<file path="src/rtl/ram_arbiter.sv">
// ram_arbiter: two-port round-robin sequencer in front of the single-port ram2 block.
// Port 0 is the CPU MAR/MDR path, port 1 the loader/DMA path. One transaction at a
// time: IDLE picks a winner and latches its request, ISSUE strobes the RAM, WAIT
// collects registered read data, ACK pulses the winner's ack for one cycle.
module ram_arbiter #(
  parameter int BITS    = 32,
  parameter int RAMSIZE = 512,
  parameter int ADDR    = $clog2(RAMSIZE)
) (
  input  logic            clk,
  input  logic            clr_n,
  input  logic            rq0_req,
  input  logic            rq0_we,
  input  logic [ADDR-1:0] rq0_addr,
  input  logic [BITS-1:0] rq0_wdata,
  output logic            rq0_ack,
  output logic [BITS-1:0] rq0_rdata,
  input  logic            rq1_req,
  input  logic            rq1_we,
  input  logic [ADDR-1:0] rq1_addr,
  input  logic [BITS-1:0] rq1_wdata,
  output logic            rq1_ack,
  output logic [BITS-1:0] rq1_rdata,
  output logic [BITS-1:0] ram_dataIn,
  output logic            ram_read,
  output logic            ram_write,
  output logic [ADDR-1:0] ram_address,
  input  logic [BITS-1:0] ram_dataOut,
  output logic            busy,
  output logic            gnt_id
);

  typedef enum logic [1:0] {
    IDLE  = 2'd0,
    ISSUE = 2'd1,
    WAIT  = 2'd2,
    ACK   = 2'd3
  } state_t;

  state_t state;
  logic   last_gnt;
  logic   lat_we;

  logic            any_req;
  logic            win;
  logic            win_we;
  logic [ADDR-1:0] win_addr;
  logic [BITS-1:0] win_wdata;

  // Pick the winner: a lone requester always wins, a tie goes to the port that
  // did not win last time, which gives strict alternation under full load.
  always_comb begin
    any_req   = rq0_req | rq1_req;
    win       = (rq0_req & rq1_req) ? ~last_gnt : rq1_req;
    win_we    = win ? rq1_we    : rq0_we;
    win_addr  = win ? rq1_addr  : rq0_addr;
    win_wdata = win ? rq1_wdata : rq0_wdata;
  end

  // Sequencer FSM; every output is a register loaded on the transition into the
  // state that shows it, so the RAM sees clean strobes and acks are glitch-free.
  always_ff @(posedge clk or negedge clr_n) begin
    if (!clr_n) begin
      state       <= IDLE;
      last_gnt    <= 1'b1;
      lat_we      <= 1'b0;
      gnt_id      <= 1'b0;
      busy        <= 1'b0;
      ram_read    <= 1'b0;
      ram_write   <= 1'b0;
      ram_address <= '0;
      ram_dataIn  <= '0;
      rq0_ack     <= 1'b0;
      rq1_ack     <= 1'b0;
      rq0_rdata   <= '0;
      rq1_rdata   <= '0;
    end else begin
      case (state)
        IDLE: begin
          if (any_req) begin
            gnt_id      <= win;
            last_gnt    <= win;
            lat_we      <= win_we;
            ram_address <= win_addr;
            ram_dataIn  <= win_wdata;
            ram_write   <= win_we;
            ram_read    <= ~win_we;
            busy        <= 1'b1;
            state       <= ISSUE;
          end
        end
        ISSUE: begin
          ram_write <= 1'b0;
          ram_read  <= 1'b0;
          if (lat_we) begin
            rq0_ack <= ~gnt_id;
            rq1_ack <= gnt_id;
            state   <= ACK;
          end else begin
            state <= WAIT;
          end
        end
        WAIT: begin
          if (gnt_id) begin
            rq1_rdata <= ram_dataOut;
          end else begin
            rq0_rdata <= ram_dataOut;
          end
          rq0_ack <= ~gnt_id;
          rq1_ack <= gnt_id;
          state   <= ACK;
        end
        ACK: begin
          rq0_ack <= 1'b0;
          rq1_ack <= 1'b0;
          busy    <= 1'b0;
          state   <= IDLE;
        end
        default: begin
          state <= IDLE;
        end
      endcase
    end
  end

endmodule

</file>
<file path="config.mk">
export PLATFORM = sky130hd
export DESIGN_NAME = ram_arbiter
export DESIGN_NICKNAME = d
export VERILOG_FILES = /design/src/rtl/ram_arbiter.sv
export SDC_FILE = /design/constraint.sdc
export NUM_CORES = 1
export LEC_CHECK = 0
export ABC_AREA = 1
export CELL_PAD_IN_SITES_DETAIL_PLACEMENT = 0
export CELL_PAD_IN_SITES_GLOBAL_PLACEMENT = 1
export CORE_AREA = 2 2 136 138
export CTS_CLUSTER_DIAMETER = 80
export CTS_CLUSTER_SIZE = 28
export DETAILED_ROUTE_END_ITERATION = 8
export DIE_AREA = 0 0 138 140
export PLACE_DENSITY = 0.77
export REMOVE_ABC_BUFFERS = 1
export SYNTH_ARGS = -nofsm -noshare
export SYNTH_HDL_FRONTEND = slang
export SYNTH_SLANG_ARGS = --single-unit
</file>
<file path="constraint.sdc">
create_clock -name clk -period 2 [get_ports clk]
set_input_delay 0.3 -clock clk [delete_from_list [all_inputs] [get_ports clk]]
set_output_delay 0.3 -clock clk [all_outputs]
set_load 0.1 [all_outputs]
</file>
==> impl_results.md <==
* Worst Setup SP: state[1]$_DFFE_PN0P_
* Post-DR vias/cell at 4.29
* Min Tclk post-route at 1.66 ns
* Core box area at 17,800 µm²
* Slew headroom at 70.0%
* Final setup violation count at 0
* Routed Antenna Nets at 0
* Total GRT Usage at 16.4%
* Fraction of layout cells with a size suffix above 1 at 19.3%
* Root buffer selected by CTS: clkbuf_16
* Cells after Synth at 615
* First-pass GRT wire length at 25.4 mm
* Fill cell count at 1,783
* Clock slew seen by the registers of the worst setup and hold paths at 0.06 ns
* Hold wc startpoint: rq1_req
* CTS Buf Count at 17
* GP Congestion at 0.782
* DR iter-0 viols at 214
* Status: completed
* Avg Cell Area, Syn at 8.26 µm²
* Grt ovf at 0
* Rows at 49
* Post-CTS Resized at 0
* Routed len/inst at 14.5 µm
* Min-Delay Path Class: in2reg
* Final Hold Violating Endpoints at 0
* P&R area growth vs syn at 56.6%
* Final HPWL DP at 11.1 mm
* Startpoint types: flip-flop
* DR DRC count at 0
* Mapped cell area at 5080 µm²
* Seq cells post-synth at 115
* Fmax at 603 MHz
* CTS tree: done
* EDFF count, synth at 0
* Chip Height at 140 µm
* Post-synth ARST share at 100%
* Starting density of the core at 28.6%
* Synth unique cells at 18
* Crit path capture type: flip-flop
* # nets final at 969
* Via Count at 4,659
* Reg2Reg Launch Point: state[1]$_DFFE_PN0P_
* Synth Flop Type: dfrtp_1
* Worst Path Arrival at 1.93 ns
* Setup bufs post-CTS at 0
* Critical path class: reg2reg
* Crit-path max FO at 44
* CTS hold repair buffers at 1
* Clock Skew at 0.00827 ns
* Critical Path RT at 2.27 ns
* Vias in the first global route at 4,695
* Max-slew violations at 0
* RSZ-0062 raised after global routing: false
* # diodes at 0
* H-tree Lvls at 4
* Period utilization at 82.9%
* Die Footprint at 19,300 µm²
* Ports at 231
* Initial antenna violation count at 0
* Synthesis Warnings at 0
* Maxcap violations at 0
* Final WS setup at 0.342 ns
* Pre-CTS WS at 0.240 ns
* Input/output buffers at 230
* Largest net degree at the start of global routing at 65
* Clock sinks at 115
* Hold Worst Slack at 0.310 ns
* Worst-Margin Slew at 0.449 ns
* Final wirelength at 15.7 mm
* Sequential-to-total area share from yosys stat at 56.6%
* Worst-Skew Late Latency at 0.41 ns
* 1st-pass router iterations at 4
* Die X at 138 µm
* Max Buffers Root-to-Sink at 2
-- stage by stage --
stage	utilization [%]	cells	setup TNS [ns]	area [µm²]
final	44.8	1085	0	7960
after global routing	44.8	1085	0	7960
after CTS	44.8	1085	0	7960
after detailed placement	41.2	1052	0	7320
after global placement	41.2	1052	0	7320
after floorplan	-	582	-21.75	4870
-- final timing paths --
kind | end | slack, ns | cells after the start
worst max-delay path | lat_we$_DFFE_PN0P_ | 0.34 | 7
worst min-delay path | last_gnt$_DFFE_PN1P_ | 0.31 | 3
worst max register to register | lat_we$_DFFE_PN0P_ | 0.34 | 7
worst min register to register | last_gnt$_DFFE_PN1P_ | 0.47 | 2
max in group asynchronous | ram_dataIn[20]$_DFFE_PN0P_ | 0.94 | 3
min in group asynchronous | rq0_rdata[26]$_DFFE_PN0P_ | 0.36 | 2
-- state kept, by name, summed over array words and instances (netlist names) --
signal,count
ram_dataIn,32
rq0_rdata,32
rq1_rdata,32
ram_address,9
state,2
busy,1
gnt_id,1
last_gnt,1
lat_we,1
ram_read,1
ram_write,1
rq0_ack,1
rq1_ack,1
-- synthesized netlist by cell type (4+ instances only) --
| library cell | count | area [µm²] |
|---|---|---|
| inv_1 | 39 | 146 |
| nand2_1 | 294 | 1100 |
| ha_1 | 6 | 75.1 |
| buf_6 | 9 | 101 |
| nor2_1 | 4 | 15.0 |
| buf_2 | 16 | 80.1 |
| dfrtp_1 | 114 | 2850 |
| nand3_1 | 46 | 230 |
| clkbuf_1 | 8 | 30.0 |
| o21ai_0 | 71 | 355 |
-- worst max-delay path, cell delays in order, from the launching register on --
cell,delay [ns]
dfrtp_1,0.40
inv_1,0.17
ha_1,0.22
inv_2,0.08
nor2_8,0.24
inv_4,0.23
nand2_1,0.10
o21ai_0,0.07
-- cell families (layout without fill, tap and decap cells) --
| family | after synthesis | in the layout | synth area share, % |
|---|---|---|---|
| compound gates | 71 | 71 | 6.99 |
| buf+inv | 74 | 315 | 7.24 |
| simple gates | 349 | 349 | 27.6 |
| flops | 115 | 115 | 56.6 |
| fa+ha+maj | 6 | 6 | 1.48 |
-- cells in the final DEF (no fill, tap or decap) --
cell type and instances:
nor2_1 4, nand2_1 292, buf_4 118, clkbuf_16 17, nand2_2 3, inv_4 1, nor2_8 1, buf_2 1
nor2_4 1, dfstp_2 1, clkbuf_8 2, ha_1 6, nand2_4 1, buf_12 5, nand3b_1 1, inv_2 1
inv_1 39, inv_6 5, clkinvlp_4 2, clkinv_2 1, clkdlybuf4s50_1 117, dfrtp_1 114, dlygate4sd3_1 1, o21ai_0 71
clkinv_4 2, bufinv_16 3, nand3_1 46
-- cell type report --
cell class	instances	area [µm²]	share of cell area (%)
clock inverter	13	171	2.15
inverter	41	156	1.97
timing repair buffer	242	2170	27.3
clock buffer	19	453	5.69
multi-input combinational	426	1840	23.1
sequential	115	2880	36.2
tap	229	287	3.60
-- routing by layer --
layer | up-vias | global-route usage, % | share of wire, %
met1 | 2122 | 20.1 | 42
met2 | 128 | 27.5 | 50
li1 | 2377 | - | -
met5 | - | 0 | 0
met4 | 0 | 7.47 | 3.7
met3 | 32 | 4.10 | 4.1
Power is not shown: default switching activity piles up to over one toggle a cycle in this logic, so the estimate is an artifact.
